[src/rtl/mem_bus_arbiter.sv]
// Two-master arbiter sharing one single-port synchronous SRAM between
// instruction fetch (m0) and load/store (m1); 1-cycle read latency.
module mem_bus_arbiter #(
  parameter int AW           = 32,
  parameter int DW           = 32,
  parameter int STARVE_LIMIT = 4
) (
  input  logic            clk,
  input  logic            rst,
  input  logic            m0_req,
  input  logic [AW-1:0]   m0_addr,
  output logic            m0_gnt,
  output logic            m0_rvalid,
  output logic [DW-1:0]   m0_rdata,
  input  logic            m1_req,
  input  logic            m1_we,
  input  logic [AW-1:0]   m1_addr,
  input  logic [DW-1:0]   m1_wdata,
  input  logic [DW/8-1:0] m1_be,
  input  logic            m1_lock,
  output logic            m1_gnt,
  output logic            m1_rvalid,
  output logic [DW-1:0]   m1_rdata,
  output logic            mem_en,
  output logic            mem_we,
  output logic [AW-1:0]   mem_addr,
  output logic [DW-1:0]   mem_wdata,
  output logic [DW/8-1:0] mem_be,
  input  logic [DW-1:0]   mem_rdata
);

  localparam logic [3:0] LIMIT = 4'(STARVE_LIMIT);

  logic       lock_q;
  logic [3:0] starve_cnt;
  logic       rsp_vld_q;
  logic       rsp_m1_q;
  logic       rsp_we_q;
  logic       sel_m0;
  logic       sel_m1;

  // While locked, m1 keeps the memory and a waiting fetch cannot override.
  always_comb begin
    sel_m0 = 1'b0;
    sel_m1 = 1'b0;
    if (!rst) begin
      if (lock_q)
        sel_m1 = m1_req;
      else if (starve_cnt == LIMIT && m0_req)
        sel_m0 = 1'b1;
      else if (m1_req)
        sel_m1 = 1'b1;
      else if (m0_req)
        sel_m0 = 1'b1;
    end
  end

  assign m0_gnt    = sel_m0;
  assign m1_gnt    = sel_m1;
  assign mem_en    = sel_m0 | sel_m1;
  assign mem_we    = sel_m1 & m1_we;
  assign mem_addr  = sel_m1 ? m1_addr  : (sel_m0 ? m0_addr : '0);
  assign mem_wdata = sel_m1 ? m1_wdata : '0;
  assign mem_be    = sel_m1 ? m1_be    : (sel_m0 ? '1 : '0);

  always_ff @(posedge clk) begin
    if (rst) begin
      lock_q     <= 1'b0;
      starve_cnt <= '0;
      rsp_vld_q  <= 1'b0;
      rsp_m1_q   <= 1'b0;
      rsp_we_q   <= 1'b0;
    end else begin
      rsp_vld_q <= sel_m0 | sel_m1;
      rsp_m1_q  <= sel_m1;
      rsp_we_q  <= sel_m1 & m1_we;

      if (!m0_req || sel_m0)
        starve_cnt <= '0;
      else if (starve_cnt < LIMIT)
        starve_cnt <= starve_cnt + 4'd1;

      // An idle m1 cycle drops the lock so a stalled LSU cannot wedge fetch.
      if (!m1_req)
        lock_q <= 1'b0;
      else if (sel_m1)
        lock_q <= m1_lock;
    end
  end

  assign m0_rvalid = rsp_vld_q & ~rsp_m1_q;
  assign m1_rvalid = rsp_vld_q & rsp_m1_q;
  assign m0_rdata  = m0_rvalid ? mem_rdata : '0;
  assign m1_rdata  = (m1_rvalid && !rsp_we_q) ? mem_rdata : '0;

endmodule

[config.mk]
export PLATFORM = sky130hd
export DESIGN_NAME = mem_bus_arbiter
export DESIGN_NICKNAME = d
export VERILOG_FILES = /design/src/rtl/mem_bus_arbiter.sv
export SDC_FILE = /design/constraint.sdc
export NUM_CORES = 1
export LEC_CHECK = 0
export ABC_CLOCK_PERIOD_IN_PS = 1690
export CAP_MARGIN = 40
export CORE_AREA = 2 2 108 110
export CTS_CLUSTER_SIZE = 16
export DETAILED_ROUTE_END_ITERATION = 6
export DIE_AREA = 0 0 110 112
export GPL_TIMING_DRIVEN = 0
export PLACE_DENSITY = 0.74
export RECOVER_POWER = 25
export SLEW_MARGIN = 20
export SYNTH_ARGS = -nofsm -noshare
export SYNTH_HDL_FRONTEND = slang
export SYNTH_SLANG_ARGS = --single-unit
[constraint.sdc]
create_clock -name clk -period 1.69 [get_ports clk]
set_input_delay 0.169 -clock clk [delete_from_list [all_inputs] [get_ports clk]]
set_output_delay 0.169 -clock clk [all_outputs]
set_load 0.02 [all_outputs]
# After elaboration in Yosys (flattened, before gate mapping)
# Cells that the tools add are included.
# W data, S select, Z words.
# op_classes
n_eq_ne	1
n_mux	16
bitwise_logic	6
n_reduce_logical	7
order_cmp	1
add_sub_neg	1
# op_table
op	count
$mux W32	5
$mux W1	9
$mux W4	2
$add A4 B1 Y4 const B	1
$eq A4 B3 Y1 const B	1
$lt A4 B3 Y1 const B	1
$reduce_or A2 Y1	2
$and A1 B1 Y1	3
$logic_and A1 B1 Y1	2
$logic_not A1 Y1	2
$not A1 Y1	2
$logic_or A1 B1 Y1	1
$or A1 B1 Y1	1
# totals
register_bits	8
in_bits	138
word_cells	37
output_inout_bits	138

# Logic depth before layout (Yosys ltp)
# Gate-level depths: netlist of run 1.
# logic_depth
ltp_word	7
mapped_depth	7
ltp_nobuf	5

# Worst setup path after synthesis of run 1
# OpenSTA, ideal clock, no wires.
# synth_timing
path_type	register -> output
from	register starve_cnt[0]
to	output mem_wdata[22]
arrival_ps	1659
stages_incl_launch_ff	8
required_ps	1521
setup_slack_ps	-138
path_cell_list	dfxtp_1 -> inv_1 -> ha_1 -> and3b_1 -> buf_6 -> a211oi_4 -> buf_6 -> and2_1
# synth_between
elab_chain_len	6
# synth_rtl
element	line	source
start: declaration	35	logic [3:0] starve_cnt;
start signal: assignment	81	starve_cnt <= starve_cnt + 4'd1;
$eq A4 B3 Y1	49	else if (starve_cnt == LIMIT && m0_req)
$logic_and A1 B1 Y1	49	
$mux W1	49	
$mux W1	47	if (lock_q)
$mux W1	46	if (!rst) begin
via m1_gnt	21	output logic m1_gnt,
$mux W32	63	assign mem_wdata = sel_m1 ? m1_wdata : '0;
end: declaration	27	output logic [DW-1:0] mem_wdata,
# The timed path passes the listed nets, and every way through them passes these cells.

# Final worst setup path of run 1
# layout_timing
from	register starve_cnt[1]
to	output mem_be[3]
# layout_between
elab_chain_len	7
word_cells_on_any_way	10
cone_classes	eq/ne (1); mux (8); reduce/logical (1)
# layout_rtl
element	line	source
$eq A4 B3 Y1 *	49	
$logic_and A1 B1 Y1 *	49	
$mux W1	49	
$mux W1	47	
$mux W1	46	
$mux W4	64	assign mem_be = sel_m1 ? m1_be : (sel_m0 ? '1 : '0);
$mux W4 *	64	
end: declaration	28	output logic [DW/8-1:0] mem_be,
# Every way passes the cells marked *; elsewhere a longest branch is shown, timed or not.

==> run metrics, run 1 <==
status complete, but fails checks; failing checks setup timing; CP Max Fanout 6; Initial Utilization 16.3%; Tot GR Track Use around a fifth; WP data required 1520 ps; CTS root buffer clkbuf_16; commonest cells after routing, fill and taps aside 136 x clkdlybuf4s50_1, 67 x and2_1, 66 x buf_6; post-DP HPWL between 10000 and 15000 um; reg-to-reg startpoint starve_cnt[1]; Final Cycle Share 119%; PortBufs approximately 270; max cap viols 0; Hold Path Class in -> reg; total clock sinks 8; post-synth cell types 22; hold wc startpoint m0_req; WL/cell roughly 18 um; CTS Hold Bufs 0; CP Class reg -> out; VDD IR max 0.226 mV; CP Capture Type output pin; Pleak between 2 and 2.5 nW; Placer Congestion between 0.8 and 0.9; TritonCTS Buffers 3; worst reg-to-reg setup slack between 100 and 150 ps; htree depth 1; Std-Cell Rows 39; slack of the critical path -314 ps; vias in the first global route about 3.4k; Die Span Y 112 um; Synth Area per Inst 6.54 sq um; unrepaired setup endpoints after global routing true; Slew Viols, Final 0; r2r endpoint starve_cnt[0]; crit start category flop; cell count of the worst hold path 3; WHS ~410 ps; hold path endpoint starve_cnt[3]; Synth Area in Compound Gates 40.0%; post-synthesis sequential area ratio 8.80%; largest family of logic cells by synthesized area compound AO/OA/AOI/OAI gates; design area approximately 5200 sq um; Synth Area in Adders 1.38%; most common cell after layout, fill and taps aside clkdlybuf4s50_1; Synth Cell Area between 1500 and 2000 sq um; Final ANT Viol Nets 0; first-pass GRT wire length about 18000 um; number of synthesized register bits 8; Post-Syn Nets 418; DRC violations left 0; layout cells sized above 1 between 40 and 50%; CTS clk-pin slew, worst paths roughly 40 ps; Arrival @ worst endpoint between 1500 and 2000 ps; Finish-stage setup viols just over 70; cells on worst reg2reg path 8; clock latency on the worst-skew pair roughly 230 ps; placed cell area approximately 4900 sq um; largest net degree at the start of global routing 11; # nets final slightly above 700; drt total wl ~13000 um; vias post-DR 3308; worst-margin pin slew 742 ps; CTS tree yes; final hold vios 0; overall power ~1.8 mW; Mapped Cells 278; DIE WIDTH 110 um; warning count from the yosys run 0; xor/xnor share of the synthesized area 0.481%; Core Area 11200 sq um; GRT overflow 0; Simple-Gate Fraction of Synth Area just under 40%; Top-Level Pins 276; Layout area overhead 186%; Via density around 4.6; mux contribution to synthesized area 0%; antenna violations before repair 3; Worst slew margin 50.5%; drt first-iter violations 130; First-pass DRT Iterations 4; Clock Skew around 1.8 ps; CTS max path bufs 2; Final min period around 2000 ps; die area between 10000 and 15000 sq um; Peak Freq between 400 and 500 MHz; PwrDens between 300 and 400 nW/um^2
## layout make-up
cell class | instances | area [sq um]
diodes | 1 | 2.50
plain buffers | 34 | 289
clock buffers | 3 | 75.1
fillers | 1098 | 5980
inverters | 5 | 18.8
multi-input cells | 229 | 1720
flip-flops and latches | 8 | 164
well taps | 143 | 179
repair buffers | 298 | 2750
## critical path: stages (launching register included)
cell and delay [ps]:
dfxtp_2 330, inv_2 40, ha_4 150, and3b_1 160, buf_6 130, buf_4 140
o21ai_4 240, buf_4 160, a21oi_1 50, buf_2 190
## logic make-up after synthesis
logic type                 Yosys count
and+or+nand+nor                    117
AOI/OAI and AO/OA                  109
buffers and inverters               41
DFF                                  8
adders and majority gates            2
xor gates and xnor gates             1
## where the power goes
group / switching [mW] / total, mW / internal (mW)
logic: 0.532 / 1.18 / 0.649
registers: 0.00488 / 0.202 / 0.197
clock network: 0.0926 / 0.398 / 0.305
## worst max-delay path by stage
stage             startpoint            end
6_report       starve_cnt[1]      mem_be[3]
5_1_grt        starve_cnt[0]  mem_wdata[19]
4_1_cts        starve_cnt[0]  mem_wdata[21]
3_5_place_dp          m1_req   mem_addr[25]
3_3_place_gp          m1_req   mem_addr[29]
2_1_floorplan  starve_cnt[1]  mem_wdata[22]
## routing by layer
metal  track usage, %  vias to the layer above  part of all wire (%)
li1                 -                     1583                     -
met1             19.4                     1553                    35
met2             38.0                      152                    53
met3             5.80                       16                    10
met4             4.30                        4                   1.5
met5                0                        -                  0.18
## sequential cells by signal (all words and copies together), names as in the netlist
register / count
lock_q: 1
rsp_m1_q: 1
rsp_vld_q: 1
rsp_we_q: 1
starve_cnt: 4
## through the flow
step	utilization, %	TNS (ps)	setup WS, ps	std cells
2_1_floorplan	-	-78.2	-8.69	278
3_3_place_gp	43.9	-81530	-1160	695
3_5_place_dp	43.9	-83380	-1190	695
4_1_cts	45.5	-18860	-361	715
5_1_grt	46.5	-22810	-383	720
6_report	46.5	-17890	-314	721
## synth_stat cells
library cell | instances | area share, %
buf_2 | 1 | 0.27
o211ai_1 | 64 | 26
a21oi_1 | 40 | 11
o21ai_0 | 2 | 0.55
nor2_1 | 5 | 1.0
inv_1 | 4 | 0.83
xnor2_1 | 1 | 0.48
buf_1 | 3 | 0.62
nand2b_1 | 1 | 0.34
buf_6 | 4 | 2.5
and2_1 | 100 | 34
a32oi_1 | 1 | 0.48
clkbuf_1 | 28 | 5.8
dfxtp_1 | 8 | 8.8
inv_2 | 1 | 0.21
nor2b_1 | 3 | 1.0
and3b_1 | 2 | 0.96
nand2_1 | 5 | 1.0
a211oi_1 | 1 | 0.41
nand3b_1 | 1 | 0.41
ha_1 | 2 | 1.4
a211oi_4 | 1 | 1.1
## repair_timing
action | in CTS | in global routing
cloned | 5 | 0
resized for setup | 627 | 63
setup endpoints to repair | 137 | 132
hold endpoints to repair | 0 | 0
setup buffers | 13 | 6
pin swaps | 32 | 32
No activity file was read; power rests on OpenSTA's default activity.
==> run 2: changes to the inputs <==
- GPL_TIMING_DRIVEN: 0 -> not set
==> run metrics, run 2 (synthesized netlist as in run 1, its figures left out) <==
status complete, but fails checks; failing checks setup timing; vias in the first global route 3216; Arrival @ worst endpoint 1740 ps; WHS 457 ps; M2 GR Usage a little over a third; Critical Path Source starve_cnt[1]; DIE WIDTH 110 um; Tot GR Track Use between 10% and 20%; setup_tns -12560 ps; Top-Level Pins 276; commonest cells after routing, fill and taps aside 137 x clkdlybuf4s50_1, 69 x and2_1, 65 x buf_6; Final ANT Viol Nets 0; CP Max Fanout 18; Hold Path Class in -> reg; CP Class reg -> out; first-pass GRT wire length approximately 17000 um; Pleak ~2.2 nW; drt total wl ~12000 um; pre-CTS setup slack -652 ps; drt first-iter violations 146; antenna violations before repair 4; worst-margin pin slew 480 ps; final hold vios 0; Global Route met3 Usage under 10%; Final min period 1910 ps; Initial Utilization between 10% and 20%; # nets final roughly 700; CP Capture Type output pin; max cap viols 0; Final Cycle Share 113%; final core utilization 46.8%; Std-Cell Rows 39; Peak Freq about 520 MHz; most common cell after layout, fill and taps aside clkdlybuf4s50_1; Core Area 11200 sq um; GR peak layer met2; total clock sinks 8; CTS clk-pin slew, worst paths roughly 40 ps; post-DP HPWL between 9000 and 10000 um; Via density approximately 4.6; Clock Skew approximately 2.6 ps; Finish-stage setup viols 70; slack of the critical path -221 ps; die area 12300 sq um; clock latency on the worst-skew pair 230 ps; reg-to-reg startpoint starve_cnt[1]; PortBufs between 200 and 300; First-pass DRT Iterations 4; Largest register FFs 4; crit start category flop; r2r endpoint starve_cnt[1]; Layout area overhead 187%; Placed Cells just under 700; Worst slew margin 68.0%; Final Non-Filler Cells 705; largest net degree at the start of global routing 34; Die Span Y 112 um; worst setup path endpoint mem_wdata[1]; htree depth 1; WP data required between 1500 and 2000 ps; worst reg-to-reg setup slack approximately 140 ps; Largest Register starve_cnt; fill count roughly 1.1k; hold wc startpoint rst; cells on worst reg2reg path 8; CTS tree yes; CTS root buffer clkbuf_16; WL/cell ~18 um; unrepaired setup endpoints after global routing true; PwrDens roughly 340 nW/um^2; GRT overflow 0; met1 track demand over resource between 10% and 20%; layout cells sized above 1 40.5%; CTS max path bufs 2; vias post-DR 3249; Placer Congestion about 0.86; TritonCTS Buffers 3; VDD IR max 0.263 mV; CTS Hold Bufs 0; Slew Viols, Final 0; DRC violations left 0
## run 2: cell types whose count changed in the layout (fill, tap and decap cells not counted), moves of 6 or more
cell             before  now
and2_2                0   18
and2_4               33   13
buf_12                1    9
buf_2                43    5
clkbuf_1              8    0
clkbuf_2             12   32
clkdlybuf4s15_1      12    6
dlygate4sd2_1        14   26
## run 2: how the worst min path moves through the flow
stage                    endpoint  slack (ps)  cells after the start
floorplan                  lock_q         290                      1
global route             rsp_m1_q         480                      3
global placement    starve_cnt[2]         550                      3
detailed placement  starve_cnt[2]         570                      3
finish                  rsp_vld_q         460                      3
CTS                     rsp_vld_q         460                      3
## run 2: metrics by stage
stage	power (mW)	instance area, sq um
2_1_floorplan	0.669	1980
5_1_grt	1.88	5230
6_report	1.79	5230
3_5_place_dp	1.37	5020
4_1_cts	1.78	5220
3_3_place_gp	1.36	5020
## run 2: critical path, cell delays in order (launching register included)
cell	delay, ps
dfxtp_2	330
inv_2	40
ha_4	150
and3b_4	200
a211oi_4	240
buf_6	150
buf_16	140
and2_1	140
buf_6	120
## run 2: repair_timing
action,CTS,global route
pin swaps,11,25
gates cloned,2,2
setup endpoints to repair,137,111
setup buffers,6,6
resized for setup,504,89
## run 2: report_power, final
part	total [mW]	switching, mW	internal, mW
sequential	0.201	0.00388	0.197
combinational	1.19	0.528	0.659
clock	0.405	0.0989	0.306
total	1.79	0.631	1.16
## run 2: routing by layer
layer	up-vias	share of wire (%)
met5	-	0.22
met4	4	1.5
met3	16	9.3
met2	162	55
met1	1517	34
li1	1550	-
## run 2: cell type report
class                   count  area, sq um  share of cell area, %
diodes                      2         5.00                 0.0957
clock buffers               3         75.1                   1.44
inverters                   5         18.8                  0.359
multi-input cells         229         1720                   32.8
flip-flops and latches      8          164                   3.13
well taps                 143          179                   3.42
repair buffers            315         3070                   58.7
